===== config.mk =====
export PLATFORM = sky130hd
export DESIGN_NAME = argmax_unit
export DESIGN_NICKNAME = d
export VERILOG_FILES = /design/src/rtl/mnist_pkg.sv /design/src/rtl/argmax_cmp.sv /design/src/rtl/argmax_unit.sv
export SDC_FILE = /design/constraint.sdc
export NUM_CORES = 1
export LEC_CHECK = 0
export ABC_AREA = 0
export BUFFER_PORTS_ARGS = -buffer_cell sky130_fd_sc_hd__clkbuf_2
export CORE_UTILIZATION = 51
export CTS_CLUSTER_DIAMETER = 60
export DETAILED_ROUTE_END_ITERATION = 8
export GPL_ROUTABILITY_DRIVEN = 0
export PLACE_DENSITY = 0.86
export SLEW_MARGIN = 20
export SYNTH_ARGS = -nofsm -noshare
export SYNTH_HDL_FRONTEND = slang
export SYNTH_SLANG_ARGS = --single-unit

===== constraint.sdc =====
create_clock -name clk -period 8.1 [get_ports clk]
set_clock_uncertainty 0.1 [all_clocks]
set_input_delay 1.215 -clock clk [delete_from_list [all_inputs] [get_ports clk]]
set_output_delay 1.215 -clock clk [all_outputs]
set_load 0.01 [all_outputs]

===== src/rtl/mnist_pkg.sv =====
// Shared defaults, argmax FSM state encoding and index-width helper for the classifier back end.
package mnist_pkg;

  localparam int DEF_NUM_CLASSES = 10;
  localparam int DEF_SCORE_W     = 16;

  typedef enum logic [1:0] {
    ST_IDLE = 2'd0,
    ST_SCAN = 2'd1,
    ST_DONE = 2'd2
  } argmax_state_e;

  // Index width for n classes; a two-class build still needs one bit.
  function automatic int idx_width(input int n);
    return (n <= 32'sd2) ? 32'sd1 : $clog2(n);
  endfunction

endpackage


===== src/rtl/argmax_cmp.sv =====
// argmax_cmp: combinational a > b, two's-complement when SIGNED_CMP is nonzero, else unsigned.
module argmax_cmp #(
  parameter int W          = 16,
  parameter int SIGNED_CMP = 1
) (
  input  logic [W-1:0] a,
  input  logic [W-1:0] b,
  output logic         gt
);

  // Strict greater-than; equal operands never win, which gives the lowest-index tie-break
  always_comb begin
    gt = 1'b0;
    if (SIGNED_CMP != 0) begin
      gt = ($signed(a) > $signed(b));
    end else begin
      gt = (a > b);
    end
  end

endmodule


===== src/rtl/argmax_unit.sv =====
// argmax_unit: scans a snapshot of NUM_CLASSES scores one class per clock and reports the winner.
// Defining ARGMAX_TOP2_EN adds runner-up tracking with second_idx and margin outputs.
module argmax_unit
  import mnist_pkg::*;
#(
  parameter int NUM_CLASSES = DEF_NUM_CLASSES,
  parameter int SCORE_W     = DEF_SCORE_W,
  parameter int SIGNED_CMP  = 1,
  localparam int IDX_W      = idx_width(NUM_CLASSES)
) (
  input  logic                           clk,
  input  logic                           rst,
  input  logic                           start,
  input  logic [NUM_CLASSES*SCORE_W-1:0] scores,
  output logic                           busy,
  output logic                           done,
  output logic [IDX_W-1:0]               pred_idx,
  output logic [SCORE_W-1:0]             max_score
`ifdef ARGMAX_TOP2_EN
  ,
  output logic [IDX_W-1:0]               second_idx,
  output logic [SCORE_W-1:0]             margin
`endif
);

  localparam logic [IDX_W-1:0] LAST_IDX = IDX_W'(NUM_CLASSES - 1);

  argmax_state_e      state_r;
  argmax_state_e      state_nxt;
  logic [SCORE_W-1:0] snap_r [NUM_CLASSES];
  logic [IDX_W-1:0]   ptr_r;
  logic [SCORE_W-1:0] best_val_r;
  logic [IDX_W-1:0]   best_idx_r;
  logic [SCORE_W-1:0] cand_s;
  logic               gt_best_s;
  logic               busy_nxt;
  logic               done_nxt;

  assign cand_s = snap_r[ptr_r];

  argmax_cmp #(.W(SCORE_W), .SIGNED_CMP(SIGNED_CMP)) u_cmp_best (
    .a  (cand_s),
    .b  (best_val_r),
    .gt (gt_best_s)
  );

  // State register
  always_ff @(posedge clk) begin
    if (rst) begin
      state_r <= ST_IDLE;
    end else begin
      state_r <= state_nxt;
    end
  end

  // Next-state logic; start is only looked at in IDLE
  always_comb begin
    state_nxt = state_r;
    case (state_r)
      ST_IDLE: begin
        if (start) begin
          state_nxt = ST_SCAN;
        end else begin
          state_nxt = ST_IDLE;
        end
      end
      ST_SCAN: begin
        if (ptr_r == LAST_IDX) begin
          state_nxt = ST_DONE;
        end else begin
          state_nxt = ST_SCAN;
        end
      end
      ST_DONE: state_nxt = ST_IDLE;
      default: state_nxt = ST_IDLE;
    endcase
  end

  // Output decode feeding the registered status and result outputs
  always_comb begin
    busy_nxt = 1'b0;
    done_nxt = 1'b0;
    if (state_nxt == ST_SCAN) begin
      busy_nxt = 1'b1;
    end else begin
      busy_nxt = 1'b0;
    end
    if (state_r == ST_DONE) begin
      done_nxt = 1'b1;
    end else begin
      done_nxt = 1'b0;
    end
  end

  // Snapshot capture at start, then running best over the ascending scan
  always_ff @(posedge clk) begin
    if (rst) begin
      for (int i = 0; i < NUM_CLASSES; i++) snap_r[i] <= '0;
      ptr_r      <= '0;
      best_val_r <= '0;
      best_idx_r <= '0;
    end else begin
      case (state_r)
        ST_IDLE: begin
          if (start) begin
            for (int i = 0; i < NUM_CLASSES; i++) snap_r[i] <= scores[i*SCORE_W +: SCORE_W];
            best_val_r <= scores[SCORE_W-1:0];
            best_idx_r <= '0;
            ptr_r      <= IDX_W'(1);
          end
        end
        ST_SCAN: begin
          if (gt_best_s) begin
            best_val_r <= cand_s;
            best_idx_r <= ptr_r;
          end
          // Pointer parks on the last class so the snapshot read never goes out of range
          if (ptr_r != LAST_IDX) ptr_r <= ptr_r + IDX_W'(1);
        end
        default: ;
      endcase
    end
  end

  // Registered outputs; results hold until the next completed scan
  always_ff @(posedge clk) begin
    if (rst) begin
      busy      <= 1'b0;
      done      <= 1'b0;
      pred_idx  <= '0;
      max_score <= '0;
    end else begin
      busy <= busy_nxt;
      done <= done_nxt;
      if (done_nxt) begin
        pred_idx  <= best_idx_r;
        max_score <= best_val_r;
      end
    end
  end

`ifdef ARGMAX_TOP2_EN
  logic [SCORE_W-1:0] sec_val_r;
  logic [IDX_W-1:0]   sec_idx_r;
  logic               sec_vld_r;
  logic               gt_sec_s;

  argmax_cmp #(.W(SCORE_W), .SIGNED_CMP(SIGNED_CMP)) u_cmp_second (
    .a  (cand_s),
    .b  (sec_val_r),
    .gt (gt_sec_s)
  );

  // Runner-up tracking: displaced best drops to second; a tie with best also becomes second
  always_ff @(posedge clk) begin
    if (rst) begin
      sec_val_r  <= '0;
      sec_idx_r  <= '0;
      sec_vld_r  <= 1'b0;
      second_idx <= '0;
      margin     <= '0;
    end else begin
      case (state_r)
        ST_IDLE: begin
          if (start) sec_vld_r <= 1'b0;
        end
        ST_SCAN: begin
          if (gt_best_s) begin
            sec_val_r <= best_val_r;
            sec_idx_r <= best_idx_r;
            sec_vld_r <= 1'b1;
          end else if (!sec_vld_r || gt_sec_s || (cand_s == best_val_r)) begin
            sec_val_r <= cand_s;
            sec_idx_r <= ptr_r;
            sec_vld_r <= 1'b1;
          end
        end
        default: ;
      endcase
      if (done_nxt) begin
        second_idx <= sec_idx_r;
        margin     <= best_val_r - sec_val_r;
      end
    end
  end
`endif

endmodule


# Word-level counts from Yosys, hierarchy flattened
# Memories as Yosys holds them, arrays and structs flattened. A register that Yosys moved wholly into a read port is not among the register bits.
# Cells that the tools add are included.
[totals] ramBits=160 reg_bits=48 mem_count=1 in_bits=163
[op_classes] reduce_logical=4 addsub=1 order_cmp=1 n_eq_ne=8 n_bitwise=10 mux=32
[mem_list] memory="snap_r" words=10 word_bits=16 rd=1 rd_clocked_by_memory_dff=1 write_ports=10 line="argmax_unit.sv:30" source="logic [SCORE_W-1:0] snap_r [NUM_CLASSES];"
[op_table] op="two-way mux 16 bit" count=12
[op_table] op="case mux 16 bit (2 select lines)" count=1
[op_table] op="two-way mux 4 bit" count=6
[op_table] op="> comparator 16 bit" count=1
[op_table] op="case mux 4 bit (2 select lines)" count=2
[op_table] op="OR 1 bit" count=10
[op_table] op="two-way mux 1 bit" count=9
[op_table] op="inequality test 2 bit, second input constant" count=3
[op_table] op="AND reduction 3 bit" count=2
[op_table] op="adder 4 x 1 -> 4 bit, second input constant" count=1
[op_table] op="equality test 2 x 1 -> 1 bit, second input constant" count=2
[op_table] op="equality test 4 bit, second input constant" count=1
[op_table] op="inequality test 4 bit, second input constant" count=1
[op_table] op="case mux 2 bit (2 select lines)" count=1
[op_table] op="equality test 2 bit, second input constant" count=1
[op_table] op="logical NOT 2 bit" count=1
[op_table] op="two-way mux 2 bit" count=1
[op_table] op="nonzero test 2 bit" count=1

# Longest topological paths before layout
# Gate-level depths: netlist of the first run.
[depth] word_depth=5 mapped_depth=13 ltp_nobuf=10

# Hierarchy
# From an unflattened synthesis of the first run, not the netlist that was laid out.
[hier_totals] cells_unflattened=739 area_unflattened_um2=9710.6
[modules_own_cells] mod="argmax_unit" cells_each=681 n_inst=1 area_each_um2=9293.9
[modules_own_cells] mod="argmax_cmp" cells_each=58 n_inst=1 area_each_um2=416.6

# Least setup slack after synthesis of the first run
# No wires, ideal clock.
[synth_path] path_type="input port to flip-flop" start="in rst" end="mem snap_r[0][0] in the netlist's numbering (enable)" path_buffers=1 t_arrival_ps=5348 required_time_ps=7450 stages=2 setup_slack_ps=2102 setup_time_ps=550 path_cell_list="clkbuf_1 -> nand2b_1"
[synth_lines] item="start, declared" line="argmax_unit.sv:12" source="input logic rst,"
[synth_lines] item="end, declared" line="argmax_unit.sv:30"

==> results of run 1 <==
## cells by family (layout without fill, tap and decap cells)
logic type      count (synthesis)  after routing  share of synthesized area, %
mux                            69             69                         13.33
flops                         212            212                         60.83
xor+xnor                        1              1                       0.09116
compound gates                 73             73                         6.042
fa+ha+maj                      18             18                         2.344
simple gates                  247            247                         14.71
other cells                     0              1                             0
buf+inv                        61            249                         2.643
## metal layers
layer,part of all wire [%],up-vias,GRT usage (%)
met1,44,2863,30.66
li1,-,2839,-
met2,47,253,34.20
met5,0,-,0
met3,6.6,33,3.028
met4,2.3,0,6.667
## metrics by stage
stage	util (%)	setup slack [ns]
3_3_place_gp	58.74	3.741
2_1_floorplan	-	2.102
6_report	62.82	3.588
4_1_cts	62.75	3.563
5_1_grt	62.80	3.340
3_5_place_dp	58.74	3.579
## sequential cells by signal, summed over array words and instances, names as in the netlist, named ones only
register    count
max_score      16
pred_idx        4
best_idx_r      4
busy            1
best_val_r     16
ptr_r           4
snap_r        160
done            1
state_r         2
## worst paths after layout
kind / start / endpoint / slack (ns) / cells past startpoint
setup reg to reg: flop / best_val_r[2] / 3.59 / 10
hold reg to reg: best_idx_r[3] / pred_idx[3] / 0.35 / 2
hold / removal: best_idx_r[3] / pred_idx[3] / 0.35 / 2
setup / recovery: flop / best_val_r[2] / 3.59 / 10
## where the power goes
part | internal, mW | switching (mW)
Combinational | 0.144 | 0.164
Clock | 0.575 | 0.412
Sequential | 1.26 | 0.0380
Total | 1.98 | 0.614
## layout by cell type, fill, tap and decap left out, drive strengths merged, types with 18 or more instances in the layout
cell type,instances
a21oi,29
and2,161
clkbuf,214
dfxtp,52
edfxtp,160
ha,18
inv,18
mux2i,20
mux4,47
nand2,48
## area by class of cell
cell class / instances / area (um^2) / share of cell area (%)
Sequential cell: 212 / 5848 / 51.13
Multi-Input combinational cell: 408 / 3530 / 30.86
Timing Repair Buffer: 191 / 980.9 / 8.576
Clock buffer: 30 / 655.6 / 5.732
Tap cell: 229 / 286.5 / 2.505
Clock inverter: 12 / 75.07 / 0.6563
Inverter: 16 / 60.06 / 0.5250
Antenna cell: 1 / 2.502 / 0.02188
## worst register-to-register path: stages, from the launching register on
cell and delay [ns]:
dfxtp_2 0.73, buf_4 0.45, mux4_2 0.57, mux4_2 0.49, ha_1 0.33, a21oi_1 0.13
o21ai_0 0.11, a211oi_1 0.40, a31oi_4 0.29, o21ai_4 0.60, a211oi_1 0.17
## Yosys cell counts, types with 7 or more instances
library cell and instances:
o211a_1 15, mux2i_1 20, dfxtp_1 52, a211oi_1 7, clkbuf_1 30, edfxtp_1 160, inv_1 16, nand2_1 48
ha_1 18, nor2_1 8, and2_1 161, a211oi_2 9, a21oi_1 29, mux4_2 47
==> flow_summary.ini, run 1 <==
[detailed_routing]
avgRoutedWirePerCell_um = 18.59
drt-total-wl_mm = 20.43
vias = 5988
drt_iter0_drc = 460
drtAntennaViolNets = 0
vias_per_cell = 5.449
firstDrtPassIters = 5
drc = 0

[cells_and_area]
nFillCells = 1317
stdcell_count = 1099
area_growth_pct = 19.04
layout.nets = 1033
stdcell_area_um2 = 11440
drive_above_1_share_pct = 34.29

[floorplanning]
num_io_pins = 185
start_util_pct = 52.77
core_area_um2 = 18210
dieArea_um2 = 19390
dieHeight_um = 139.3
die_w_um = 139.3
rows = 49

[worst_setup_path]
crit_path_max_fanout = 17
worstPathArrival_ns = 4.75
critPathCaptureType = flop
crit_chain = buf_4 -> mux4_2 -> mux4_2 -> ha_1 -> a21oi_1 -> o21ai_0 -> a211oi_1 -> a31oi_4 -> o21ai_4 -> a211oi_1
cp_top_family = compound AO/OA/AOI/OAI gates
cp.required_ns = 8.34
cp_slowest_cell = dfxtp_2
cpPeakStageDelay_ns = 0.73
critPathKind = reg -> reg
crit_buf_inv = 1
startpoint_type = flop

[logic_synthesis]
yosysWarnings = 0
synth.cell_area_um2 = 9609
synth_edf_count = 160
synth_largest_area_cell = edfxtp_1
netlist.area_leader.share_pct = 50.00
ys_ff_latch = 212
syn_nets = 862
synth_area_leaders = edfxtp_1, mux4_2, dfxtp_1
async_reset_ff_share_pct = 0
synth.avg_cell_area_um2 = 14.11
postSynthCellCount = 681
ys.flop_type = edfxtp_1
ys_seq_area_share_pct = 60.83
yosysUniqueCellTypes = 40

[clock_network]
hold_buffers = 0
clk_pin_slew_ns = 0.06
clock_path_buffers = 3
postCtsSetupBuffers = 0
cts.sinks = 212
numCtsBuffers = 23
clock-root-buffer = clkbuf_16
cts_tree = built
cts_htree_levels = 1
ctsResizeCount = 0
clock_latency_ns = 0.50

[timing]
worst_slew_pin_slew_ns = 0.9113
rsz0062_at_grt = no
finalCritPeriodShare_pct = 55.70
relSlewSlack_pct = 39.25
fmaxAchievable_ghz = 0.2216
hold_violations = 0
fin_crit_ns = 4.512
finalMaxSlewViolations = 0
setup_violations = 0
fin_tns_setup_ns = 0
hold_ws_ns = 0.3499

[run_status]
status = finished, final reports clean

[global_route]
grt_pass1_vias = 6000
grt_pass1_wl_mm = 31.98
overflow = 0
grt.total_usage_pct = 21.44
grt_max_degree = 161
antenna_found_initial = 0

[place]
dpl_cell_area_um2 = 10700
dp_hpwl_mm = 14.02
dp_cells = 1056
io_buffers = 184

[pwr]
power.density_nw_per_um2 = 226.6
cellLeakagePower_nw = 4.690
max-vdd-ir-drop_v = 0.0001822
power_mw = 2.592

[hold_path]
hold_class = reg -> reg

[run]
max_cap_violations = 0
Power figures use the tool's default switching activity.
==> run 2: changes to the inputs <==
CORE_UTILIZATION = 50   (was 51)
PLACE_DENSITY = 0.88   (was 0.86)
clock period = 3.8 ns   (was 8.1 ns; I/O delays follow)
==> run 2 against run 1 <==
Net effect:
- power grew 130%
- combinational power grew 130%
- critical path depth increased by 1
- design area grew 2.4%
- worst setup slack lost 3.5 ns
- core utilization fell by 0.38 points
- die area grew 2.0%
- maximum frequency up 22%
- critical endpoint is now best_val_r[5]
- highest routed layer is now met5
==> flow_summary.ini, run 2 (synthesis results as in run 1) <==
[global_route]
antenna_found_initial = 1
grt.total_usage_pct = 21.86
grt_pass1_vias = 6090
grt_max_degree = 163
grt_pass1_wl_mm = 32.93
overflow = 0

[detailed_routing]
drc = 0
dr_wl_met3_mm = 1.491
drt_iter0_drc = 421
drtAntennaViolNets = 0
vias = 6133
firstDrtPassIters = 5
wl_met1_mm = 9.210
avgRoutedWirePerCell_um = 19.22
met2_length_mm = 10.04
dr.max_layer_used = met5
drt-total-wl_mm = 21.43
vias_per_cell = 5.500

[floorplanning]
rows = 50
core_area_um2 = 18770
dieArea_um2 = 19780
dieHeight_um = 140.6
num_io_pins = 185
start_util_pct = 51.20
die_w_um = 140.6

[place]
io_buffers = 184
dp_hpwl_mm = 14.68
pre_cts_ws_ns = -0.03669

[timing]
rsz0062_at_grt = no
setup_violations = 0
fmaxAchievable_ghz = 0.2713
finalMaxSlewViolations = 0
fin_crit_ns = 3.686
finalCritPeriodShare_pct = 97.01
worst_slew_pin_slew_ns = 0.9148
fin_ws_ns = 0.1135
hold_violations = 0
relSlewSlack_pct = 39.01

[worst_setup_path]
startpoint_type = flop
crit_path_max_fanout = 15
critPathCaptureType = flop
critPathKind = reg -> reg
worstPathArrival_ns = 3.94
cp.required_ns = 4.05

[cells_and_area]
largest-register = snap_r
antenna_cells = 0
nFillCells = 1343
largest_register_ffs = 160
largest_registers = snap_r x160, best_val_r x16, max_score x16
multi_input_area_um2 = 3573
drive_above_1_share_pct = 35.41
final_cell_mix = clkbuf_2, and2_1, edfxtp_1
layout.nets = 1045
final-seq-area_um2 = 5853
area_growth_pct = 21.95
final_common_cell = clkbuf_2
final_util_pct = 62.44

[clock_network]
clock_path_buffers = 3
clock-root-buffer = clkbuf_16
cts_htree_levels = 1
numCtsBuffers = 23
cts.sinks = 212
clk_pin_slew_ns = 0.06
cts_tree = built
postCtsSetupBuffers = 0
clock_latency_ns = 0.51

[hold_path]
hold_class = in -> reg

[pwr]
power.density_nw_per_um2 = 497.8
max-vdd-ir-drop_v = 0.0003304
cellLeakagePower_nw = 4.793
power_mw = 5.834

[run_status]
status = finished, final reports clean

[run]
max_cap_violations = 0
-- run 2: cell types whose count changed in the layout (fill, tap and decap cells not counted), sizes merged --
cell / change
clkbuf: -3
clkinvlp: +2
buf: +12
diode: -1
bufinv: +5
clkinv: -4
-- run 2: what timing repair did --
action / CTS / global route
gates resized for setup: 3 / 10
pin swaps: 0 / 1
setup endpoints to repair: 7 / 17
hold buffers: 0 / 0
-- run 2: cell type report --
class | instances | share of cell area [%]
clock inverters | 15 | 1.804
multi-input cells | 408 | 30.49
inverters | 16 | 0.5125
repair buffers | 203 | 9.705
well taps | 234 | 2.498
flip-flops and latches | 212 | 49.95
clock buffers | 27 | 5.040
-- run 2: path summary, 6_finish.rpt --
check,slack [ns],cells after the start,endpoint,from
hold reg to reg,0.35,2,pred_idx[1],best_idx_r[1]
hold / removal,0.24,2,snap_r[2][12],scores[44]
setup reg to reg,0.11,11,best_val_r[5],flop
setup / recovery,0.11,11,best_val_r[5],flop
-- run 2: per-stage QoR --
stage	instance area (um^2)	instances	setup TNS, ns	hold WS [ns]
final	11720	1115	0	0.2375
after global routing	11720	1115	0	0.2258
after CTS	11660	1115	0	0.2299
after detailed placement	10840	1073	-0.03669	0.3441
after global placement	10840	1073	0	0.3406
after floorplan	9612	681	0	0.3271
-- run 2: worst max-delay path, stage by stage (launching register included) --
cell and delay, ns:
dfxtp_4 0.40, buf_12 0.15, mux4_2 0.52, mux4_2 0.53, ha_4 0.30, nand4_1 0.12, or3_4 0.43, a211o_1 0.31
a31oi_4 0.25, buf_6 0.21, o211a_1 0.17, a211oi_2 0.05
-- run 2: routing by layer --
metal | vias up | GRT usage (%)
met5 | - | 0
met3 | 49 | 3.872
met1 | 2943 | 30.14
met2 | 285 | 34.75
met4 | 2 | 8.524
li1 | 2854 | -
-- run 2: report_power, final --
part	switching [mW]	internal (mW)	total (mW)	leakage, nW
sequential	0.0781	2.68	2.76	2.16
clock	0.905	1.46	2.36	0.389
combinational	0.371	0.339	0.710	2.25
total	1.35	4.48	5.83	4.79
